<file path="src/rtl/hub75_bcm_driver_if.sv">
// hub75_bcm_driver_if
//   Scanner-side bus of the HUB75 BCM driver: row/plane start request,
//   pixel fetch handshake and latch-done pulse.
//   master : frame-buffer scanner (drives in_*, observes out_*)
//   slave  : hub75_bcm_driver     (observes in_*, drives out_*)
//   in_INIT   start one row/plane shift (taken only while out_READY=1)
//   in_ROW    row index, captured with in_INIT
//   in_PLANE  bit-plane index, captured with in_INIT
//   in_DIM    halve the display time, sampled at latch
//   in_RGB    pixel bits for out_COL, valid the cycle after out_REQ
//   out_READY idle and able to accept in_INIT
//   out_REQ   pixel fetch strobe
//   out_COL   column being fetched
//   out_DONE  one-cycle pulse when a row/plane is latched
interface hub75_bcm_driver_if #(
    parameter int COLS     = 64,
    parameter int ROW_BITS = 5,
    parameter int LANES    = 2,
    parameter int PLANES   = 4
);
    localparam int PW = (PLANES > 1) ? $clog2(PLANES) : 1;
    localparam int CW = $clog2(COLS);

    logic                 in_INIT;
    logic [ROW_BITS-1:0]  in_ROW;
    logic [PW-1:0]        in_PLANE;
    logic                 in_DIM;
    logic [3*LANES-1:0]   in_RGB;
    logic                 out_READY;
    logic                 out_REQ;
    logic [CW-1:0]        out_COL;
    logic                 out_DONE;

    modport master (
        output in_INIT, in_ROW, in_PLANE, in_DIM, in_RGB,
        input  out_READY, out_REQ, out_COL, out_DONE
    );
    modport slave (
        input  in_INIT, in_ROW, in_PLANE, in_DIM, in_RGB,
        output out_READY, out_REQ, out_COL, out_DONE
    );
endinterface

</file>
<file path="src/rtl/hub75_bcm_driver.sv">
// hub75_bcm_driver
//   HUB75 panel driver with binary-code-modulation brightness. Shifts one
//   row of one bit-plane per request while the previously latched plane is
//   still being displayed; the display window is timed by on_cnt, which runs
//   independently of the shift state machine.
// Ports:
//   clk             system clock, all logic on posedge
//   rst             asynchronous active-high reset
//   bus             scanner bus (hub75_bcm_driver_if.slave)
//   w_RGB           panel data (3 bits per lane)
//   w_SCREEN_CLOCK  panel shift clock
//   w_ABCDE         panel row address
//   w_LATCH         panel latch
//   w_nOE           panel output enable, active low
// Configuration:
//   HUB75_DEADTIME_EN  when defined, WAIT_DISP holds DEADTIME extra blanked
//                      cycles after the display window before latching.
module hub75_bcm_driver #(
    parameter int COLS     = 64,
    parameter int ROW_BITS = 5,
    parameter int LANES    = 2,
    parameter int PLANES   = 4,
    parameter int BASE_ON  = 8,
    parameter int DEADTIME = 2
) (
    input  logic                 clk,
    input  logic                 rst,
    hub75_bcm_driver_if.slave    bus,
    output logic [3*LANES-1:0]   w_RGB,
    output logic                 w_SCREEN_CLOCK,
    output logic [ROW_BITS-1:0]  w_ABCDE,
    output logic                 w_LATCH,
    output logic                 w_nOE
);
    localparam int PW  = (PLANES > 1) ? $clog2(PLANES) : 1;
    localparam int CW  = $clog2(COLS);
    localparam int ONW = $clog2(BASE_ON << (PLANES - 1)) + 1;

    typedef enum logic [2:0] {IDLE, FETCH, LOAD, CLK_HI, WAIT_DISP, LATCH} state_t;

    state_t               state_q, state_d;
    logic [CW-1:0]        col_q;
    logic [ROW_BITS-1:0]  row_q;
    logic [PW-1:0]        plane_q, plane_c;
    logic [ONW-1:0]       on_cnt_q, on_val;
    logic [3*LANES-1:0]   rgb_q;
    logic [ROW_BITS-1:0]  abcde_q;
    logic                 ready_q;
    logic                 accept, last_col, disp_done;

    // ready_q is only ever high in IDLE, so it alone qualifies a start.
    assign accept   = ready_q & bus.in_INIT;
    assign last_col = (col_q == CW'(COLS - 1));

`ifdef HUB75_DEADTIME_EN
    localparam int DW = (DEADTIME > 0) ? $clog2(DEADTIME + 1) : 1;
    logic [DW-1:0] dead_q;

    // Counts blanked cycles spent in WAIT_DISP after the window has closed.
    assign disp_done = (on_cnt_q == '0) && (dead_q == DW'(DEADTIME));

    always_ff @(posedge clk or posedge rst) begin
        if (rst)
            dead_q <= '0;
        else if (state_q != WAIT_DISP || on_cnt_q != '0)
            dead_q <= '0;
        else if (dead_q != DW'(DEADTIME))
            dead_q <= dead_q + 1'b1;
    end
`else
    logic unused_deadtime;
    assign unused_deadtime = (DEADTIME != 0);
    assign disp_done       = (on_cnt_q == '0);
`endif

    // Out-of-range planes clamp to the heaviest weight.
    always_comb begin
        plane_c = bus.in_PLANE;
        if (int'(bus.in_PLANE) >= PLANES) plane_c = PW'(PLANES - 1);
    end

    // Display time for the captured plane; DIM is taken live at latch.
    always_comb begin
        on_val = ONW'(BASE_ON) << plane_q;
        if (bus.in_DIM) on_val = on_val >> 1;
        if (on_val == '0) on_val = ONW'(1);
    end

    // State register
    always_ff @(posedge clk or posedge rst) begin
        if (rst) state_q <= IDLE;
        else     state_q <= state_d;
    end

    // Next state
    always_comb begin
        state_d = state_q;
        case (state_q)
            IDLE:      if (accept) state_d = FETCH;
            FETCH:     state_d = LOAD;
            LOAD:      state_d = CLK_HI;
            CLK_HI:    state_d = last_col ? WAIT_DISP : FETCH;
            WAIT_DISP: if (disp_done) state_d = LATCH;
            LATCH:     state_d = IDLE;
            default:   state_d = IDLE;
        endcase
    end

    // Outputs
    always_comb begin
        bus.out_REQ    = 1'b0;
        bus.out_DONE   = 1'b0;
        w_SCREEN_CLOCK = 1'b0;
        w_LATCH        = 1'b0;
        case (state_q)
            FETCH:  bus.out_REQ = 1'b1;
            CLK_HI: w_SCREEN_CLOCK = 1'b1;
            LATCH: begin
                w_LATCH      = 1'b1;
                bus.out_DONE = 1'b1;
            end
            default: ;
        endcase
        // Blank during latch so the row address and data never change while lit.
        w_nOE = (on_cnt_q == '0) || (state_q == LATCH);
    end

    assign bus.out_READY = ready_q;
    assign bus.out_COL   = col_q;
    assign w_RGB         = rgb_q;
    assign w_ABCDE       = abcde_q;

    // Datapath
    always_ff @(posedge clk or posedge rst) begin
        if (rst) begin
            ready_q  <= 1'b0;
            on_cnt_q <= '0;
            col_q    <= '0;
            row_q    <= '0;
            plane_q  <= '0;
            rgb_q    <= '0;
            abcde_q  <= '0;
        end else begin
            ready_q <= (state_d == IDLE);
            // Display window runs in every state so the next shift overlaps it.
            if (on_cnt_q != '0) on_cnt_q <= on_cnt_q - 1'b1;
            case (state_q)
                IDLE: if (accept) begin
                    row_q   <= bus.in_ROW;
                    plane_q <= plane_c;
                    col_q   <= '0;
                end
                LOAD:   rgb_q <= bus.in_RGB;
                CLK_HI: if (!last_col) col_q <= col_q + 1'b1;
                LATCH: begin
                    abcde_q  <= row_q;
                    on_cnt_q <= on_val;
                end
                default: ;
            endcase
        end
    end
endmodule

</file>
<file path="src/flat_wrapper.sv">
// flat-port wrapper written by rule: the top's interface ports become plain ports
module hub75_bcm_driver_flat 
#(
    parameter int COLS     = 64,
    parameter int ROW_BITS = 5,
    parameter int LANES    = 2,
    parameter int PLANES   = 4,
    parameter int BASE_ON  = 8,
    parameter int DEADTIME = 2
)
  (clk, rst, w_RGB, w_SCREEN_CLOCK, w_ABCDE, w_LATCH, w_nOE, bus_in_INIT, bus_in_ROW, bus_in_PLANE, bus_in_DIM, bus_in_RGB, bus_out_READY, bus_out_REQ, bus_out_COL, bus_out_DONE);
  hub75_bcm_driver_if #(.COLS(COLS), .ROW_BITS(ROW_BITS), .LANES(LANES), .PLANES(PLANES)) bus_i ();
  input  logic clk;
  input  logic rst;
  output logic [3*LANES-1:0] w_RGB;
  output logic w_SCREEN_CLOCK;
  output logic [ROW_BITS-1:0] w_ABCDE;
  output logic w_LATCH;
  output logic w_nOE;
  input wire logic [$bits(bus_i.in_INIT)-1:0] bus_in_INIT;
  input wire logic [$bits(bus_i.in_ROW)-1:0] bus_in_ROW;
  input wire logic [$bits(bus_i.in_PLANE)-1:0] bus_in_PLANE;
  input wire logic [$bits(bus_i.in_DIM)-1:0] bus_in_DIM;
  input wire logic [$bits(bus_i.in_RGB)-1:0] bus_in_RGB;
  output wire logic [$bits(bus_i.out_READY)-1:0] bus_out_READY;
  output wire logic [$bits(bus_i.out_REQ)-1:0] bus_out_REQ;
  output wire logic [$bits(bus_i.out_COL)-1:0] bus_out_COL;
  output wire logic [$bits(bus_i.out_DONE)-1:0] bus_out_DONE;
  assign bus_i.in_INIT = bus_in_INIT;
  assign bus_i.in_ROW = bus_in_ROW;
  assign bus_i.in_PLANE = bus_in_PLANE;
  assign bus_i.in_DIM = bus_in_DIM;
  assign bus_i.in_RGB = bus_in_RGB;
  assign bus_out_READY = bus_i.out_READY;
  assign bus_out_REQ = bus_i.out_REQ;
  assign bus_out_COL = bus_i.out_COL;
  assign bus_out_DONE = bus_i.out_DONE;
  hub75_bcm_driver #(.COLS(COLS), .ROW_BITS(ROW_BITS), .LANES(LANES), .PLANES(PLANES), .BASE_ON(BASE_ON), .DEADTIME(DEADTIME)) u_core (.clk(clk), .rst(rst), .bus(bus_i), .w_RGB(w_RGB), .w_SCREEN_CLOCK(w_SCREEN_CLOCK), .w_ABCDE(w_ABCDE), .w_LATCH(w_LATCH), .w_nOE(w_nOE));
endmodule
</file>
<file path="config.mk">
export PLATFORM = sky130hd
export DESIGN_NAME = hub75_bcm_driver_flat
export DESIGN_NICKNAME = d
export VERILOG_FILES = /design/src/rtl/hub75_bcm_driver_if.sv /design/src/rtl/hub75_bcm_driver.sv /design/src/flat_wrapper.sv
export SDC_FILE = /design/constraint.sdc
export NUM_CORES = 1
export LEC_CHECK = 0
export ABC_CLOCK_PERIOD_IN_PS = 1900
export CORE_MARGIN = 2
export CORE_UTILIZATION = 45
export CTS_CLUSTER_SIZE = 12
export DETAILED_ROUTE_END_ITERATION = 10
export GPL_TIMING_DRIVEN = 0
export PLACE_DENSITY = 0.74
export SYNTH_ARGS = -nofsm -noshare
export SYNTH_HDL_FRONTEND = slang
export SYNTH_SLANG_ARGS = --single-unit
</file>
<file path="constraint.sdc">
create_clock -name clk -period 1.9 [get_ports clk]
set_input_delay 0.19 -clock clk [delete_from_list [all_inputs] [get_ports clk]]
set_output_delay 0.19 -clock clk [all_outputs]
set_load 0.05 [all_outputs]
</file>
Word-level counts from Yosys, hierarchy flattened
Cells that the tools add are included.

operators by class
  add/subtract/negate cells = 2
  equality and inequality tests = 8
  shift operators = 1
  muxes and demuxes = 14
  bitwise operators = 1
  reductions and logical operators = 10

operator list
  operator                                                                 number
  7-bit two-way mux                                                        4
  3-bit one-hot mux with 5 select lines                                    1
  7-bit zero test                                                          2
  6-bit two-way mux                                                        2
  6-bit one-hot mux with 2 select lines                                    1
  3-bit two-way mux                                                        3
  7-bit nonzero test                                                       1
  4-bit by 2-bit << shifter with 7-bit output, first input constant        1
  7-bit by 1-bit subtractor with 7-bit output, second input constant       1
  6-bit by 1-bit adder with 6-bit output, second input constant            1
  3-bit by 2-bit == test with 1-bit output, second input constant          2
  3-bit == test, second input constant                                     2
  6-bit == test, second input constant                                     1
  3-bit zero test                                                          2
  2-bit nonzero test                                                       2
  3-bit by 1-bit == test with 1-bit output, second input constant          1
  1-bit two-way mux                                                        3
  3-bit AND reduction                                                      1
  2-bit by 1-bit inequality test with 1-bit output, second input constant  1
  2-bit inequality test, second input constant                             1
  2-bit AND reduction                                                      1
  1-bit bitwise AND                                                        1
  1-bit logical OR                                                         1

storage, ports and cells
  flip-flop bits (word level) = 35
  output and inout port bits = 23
  logic and storage cells = 44

Logic depth before layout (Yosys ltp)
  word-level depth = 5
  gate-level depth with buffers = 6
  gate-level depth less buffers = 6

Least setup slack after synthesis
No wires, ideal clock.

  path type = register to register
  from = reg u_core.state_q[0]
  to = reg u_core.state_q[1]
  library setup time = 0.070 ns
  data arrival time = 1.973 ns
  slack = -0.143 ns
  cell stages (with the launch flop) = 4
  path buffers = 1
  clock period less this slack = 2.043 ns
  path through = dfrtp_1 buf_2 nor3b_1 or2_2

on the way
  longest elaborated chain between the ends = 2
  elaborated cells between the ends (all ways) = 6
  those cells by class = 4 x eq/ne; 1 x mux; 1 x reduce/logical

ends and longest elaborated chain
  what                                         RTL line                source
  from (decl)                                  hub75_bcm_driver.sv:41  state_t state_q, state_d;
  from (signal assigned)                       hub75_bcm_driver.sv:92  else state_q <= state_d;
  3-bit == test, or another cell as far along  hub75_bcm_driver.sv:98  case (state_q)
  3-bit one-hot mux with 5 select lines (*)    hub75_bcm_driver.sv:98
  net u_core.state_d[1]                        hub75_bcm_driver.sv:41

The timed path passes the listed nets; every way through them passes the cells marked *.
A chain may end at the register's enable or synchronous reset.

Final worst setup path
  from = reg u_core.col_q[0], in the netlist u_core.bus.out_COL[0]
  to = out bus_out_COL[0]

RTL lines
  what                    RTL line                 source
  from (decl)             hub75_bcm_driver.sv:42   logic [CW-1:0] col_q;
  from (signal assigned)  hub75_bcm_driver.sv:154  CLK_HI: if (!last_col) col_q <= col_q + 1'b1;
  to (decl)               flat_wrapper.sv:27       output wire logic [$bits(bus_i.out_COL)-1:0] bus_out_COL;

No word-level cell between the ends.

==> results.json <==
{
  "vdd_ir_drop_max_v": 0.000763,
  "synth_fp_nets": 185,
  "worstPathArrival_ns": 1.63,
  "cts_made_buffers": 5,
  "io_pins": 40,
  "worstSetupStartpointType": "flip-flop",
  "timing.fmax_mhz": 548,
  "layout-drive-gt1-share_pct": 17.8,
  "synth_enable_flop_cells": 0,
  "path_cells": "clkdlybuf4s50_1",
  "synthesis.yosys.warnings": 0,
  "critical-path-slowest-cell": "sky130_fd_sc_hd__clkdlybuf4s50_1",
  "antennaDiodeCount": 0,
  "port-buffer-count": 39,
  "clock_tree_from_tritoncts": "yes",
  "hpwlAfterDp_um": 2630,
  "shortest_period_the_worst_path_allows_ns": 1.82,
  "synthesis.area_per_instance_um2": 9.78,
  "worstSetupEndpointType": "output pin",
  "routed_via_density": 5.25,
  "antenna_found_initial": 0,
  "crit_buf_inv": 1,
  "power_per_cell_area_nw_per_um2": 1630,
  "post_synth_num_cell_types": 40,
  "detailroute.via_count": 1364,
  "cts_sinks": 35,
  "post_drt_wl_per_cell_um": 14.0,
  "yosysSeqAreaShare_pct": 53.9,
  "post_synth_arst_share_pct": 100,
  "ys_seq_elements": 35,
  "criticalPathCategory": "flip-flop to output pin",
  "routed_wirelength_um": 3640,
  "place_area_um2": 2080,
  "netlist_top_cells_area": "sky130_fd_sc_hd__dfrtp_1 (54%), sky130_fd_sc_hd__nand2_1 (11%), sky130_fd_sc_hd__mux2_2 (4.2%), sky130_fd_sc_hd__nor2_1 (2.8%), sky130_fd_sc_hd__a211oi_1 (1.8%)",
  "grt_setup_unrepaired": "false",
  "placement.setup.worst_slack_ns": -0.349,
  "fin_skew_ns": 0.00830,
  "clk_slew_on_worst_s_h_paths_ns": 0.11,
  "timing.critical_path.slowest_cell_delay_ns": 0.84,
  "timing.hold.ws_ns": 0.275,
  "routabilityCongestion": 0.792,
  "syn-cell-area_um2": 1620,
  "syn-instance-count": 166,
  "sum_of_negative_setup_slack_ns": 0,
  "setup_violations": 0,
  "setup_ws_ns": 0.0758,
  "cts_max_level": 2,
  "placed_cells": 251,
  "yosys-top-cells-count": "sky130_fd_sc_hd__nand2_1 (47), sky130_fd_sc_hd__dfrtp_1 (35), sky130_fd_sc_hd__nor2_1 (12), sky130_fd_sc_hd__mux2_2 (6), sky130_fd_sc_hd__inv_1 (5)",
  "required_ns": 1.71,
  "grtUsageTotal_pct": 19.4,
  "timing.final.hold_violations": 0,
  "synth-main-ff-cell": "sky130_fd_sc_hd__dfrtp_1",
  "fin_area_um2": 2200,
  "syn_to_final_growth_pct": 35.7,
  "number_of_global_route_vias_before_repair": 1394,
  "die_area_um2": 4110,
  "detail-route-antenna-nets": 0,
  "cts.root.buffer_cell": "sky130_fd_sc_hd__clkbuf_4",
  "final_min_period_over_clock_period_pct": 96.0,
  "worstPathMaxFanout": 6,
  "layout.nets": 232,
  "core_region_area_um2": 3390,
  "clockBufferDepth": 2,
  "yosysTopAreaCellShare_pct": 53.9,
  "cp_top_delay_family": "buffers and inverters",
  "first_pass_grt_wire_length_um": 6200,
  "synth_area_leader_cell": "sky130_fd_sc_hd__dfrtp_1",
  "globalRoute.totalOverflow": 0,
  "max_cap_violations": 0,
  "timing.final.max_slew_violations": 0,
  "placement_rows": 21,
  "dieHeight_um": 64.1,
  "floorplan.initialDensity_pct": 47.9,
  "status": "finished, final reports clean",
  "grt_max_degree": 36,
  "power.leakage_nw": 1.01,
  "die_width_um": 64.1,
  "synth_most_common_cell": "sky130_fd_sc_hd__nand2_1",
  "final_cell_count_no_fill": 260,
  "worst_slew_margin_rel_pct": 53.2,
  "drt_drc_violations_left": 0,
  "drt_pass1_iterations": 6,
  "dr.first_iter.drc_count": 87,
  "min-delay-path-class": "primary input to asynchronous set/reset pin",
  "fill_cells": 286,
  "clock_insertion_delay_worst_skew_ns": 0.34,
  "max_slew.worst_pin.slew_ns": 0.700
}
## power by group
part | total, mW | internal [mW] | switching, mW
Combinational | 1.62 | 0.625 | 1.00
Sequential | 1.29 | 1.03 | 0.262
Clock | 0.662 | 0.409 | 0.253
Total | 3.58 | 2.07 | 1.51
## path summary, 6_finish.rpt
kind	from	endpoint	slack, ns	depth (start not counted)
max	u_core.bus.out_COL[0]	bus_out_COL[0]	0.08	1
max in group asynchronous	rst	u_core.state_q[1]	1.13	2
max reg2reg	u_core.bus.out_COL[0]	u_core.bus.out_COL[2]	0.26	5
min in group clk	bus_in_PLANE[0]	u_core.plane_q[0]	0.37	3
min reg2reg	u_core.row_q[2]	u_core.w_ABCDE[2]	0.49	2
min	rst	u_core.on_cnt_q[3]	0.27	2
## layer usage
metal	up-vias	global-route usage, %	share of wire, %	wire length, um
met1	647	21.6	40	1460
met3	10	4.93	5.1	185
met5	-	0	0	0
li1	663	-	-	-
met2	44	35.9	53	1940
met4	0	5.98	1.6	59
## repair_timing
item                       in CTS  in global routing
pin swaps                       0                  2
hold buffers                    0                  0
resized for setup              20                 10
setup buffers                   1                  0
setup endpoints to repair       5                  5
## area by class of cell
type	count	area (um2)	area share [%]
Buffer	5	27.5	1.25
Clock buffer	5	37.5	1.70
Clock inverter	3	67.6	3.07
Inverter	7	27.5	1.25
Multi-Input combinational cell	119	729	33.1
Sequential cell	35	877	39.8
Tap cell	46	57.6	2.61
Timing Repair Buffer	40	379	17.2
## flip-flops by register name (all words and copies together) (netlist names)
name                  count
u_core.row_q              5
u_core.on_cnt_q           7
u_core.w_ABCDE            5
u_core.bus.out_COL        6
u_core.bus.out_READY      1
u_core.plane_q            2
u_core.state_q            3
u_core.w_RGB              6
## logic make-up after synthesis
logic type	synth area share, %
multiplexers	4.78
XOR/XNOR	1.62
AO/OA/AOI/OAI	9.40
AND/OR/NAND/NOR	25.4
adder cells (fa/ha/maj)	1.54
buffers and inverters	3.31
flip-flops	53.9
## stage by stage
stage	total power, mW	util, %
finish	3.58	65.0
global placement	2.84	61.3
floorplan	2.40	-
global route	3.79	65.0
CTS	3.57	65.0
detailed placement	2.91	61.3
## placed cells by master (no fill, tap or decap), types with 2 or more instances in the layout
cell,n
sky130_fd_sc_hd__clkbuf_4,5
sky130_fd_sc_hd__clkbuf_2,3
sky130_fd_sc_hd__inv_2,2
sky130_fd_sc_hd__inv_1,4
sky130_fd_sc_hd__o211ai_1,3
sky130_fd_sc_hd__nand3b_1,2
sky130_fd_sc_hd__clkdlybuf4s50_1,34
sky130_fd_sc_hd__nand2_1,46
sky130_fd_sc_hd__nor2_1,12
sky130_fd_sc_hd__nor3_1,3
sky130_fd_sc_hd__mux2_2,6
sky130_fd_sc_hd__buf_2,5
sky130_fd_sc_hd__a21oi_1,4
sky130_fd_sc_hd__dfrtp_1,34
sky130_fd_sc_hd__a31oi_1,3
sky130_fd_sc_hd__nand2b_1,2
sky130_fd_sc_hd__bufinv_16,2
sky130_fd_sc_hd__xor2_1,2
sky130_fd_sc_hd__or4_1,2
sky130_fd_sc_hd__nand4_1,2
sky130_fd_sc_hd__buf_4,2
sky130_fd_sc_hd__a211oi_1,4
sky130_fd_sc_hd__o21ai_0,4
Power figures use the tool's default switching activity.
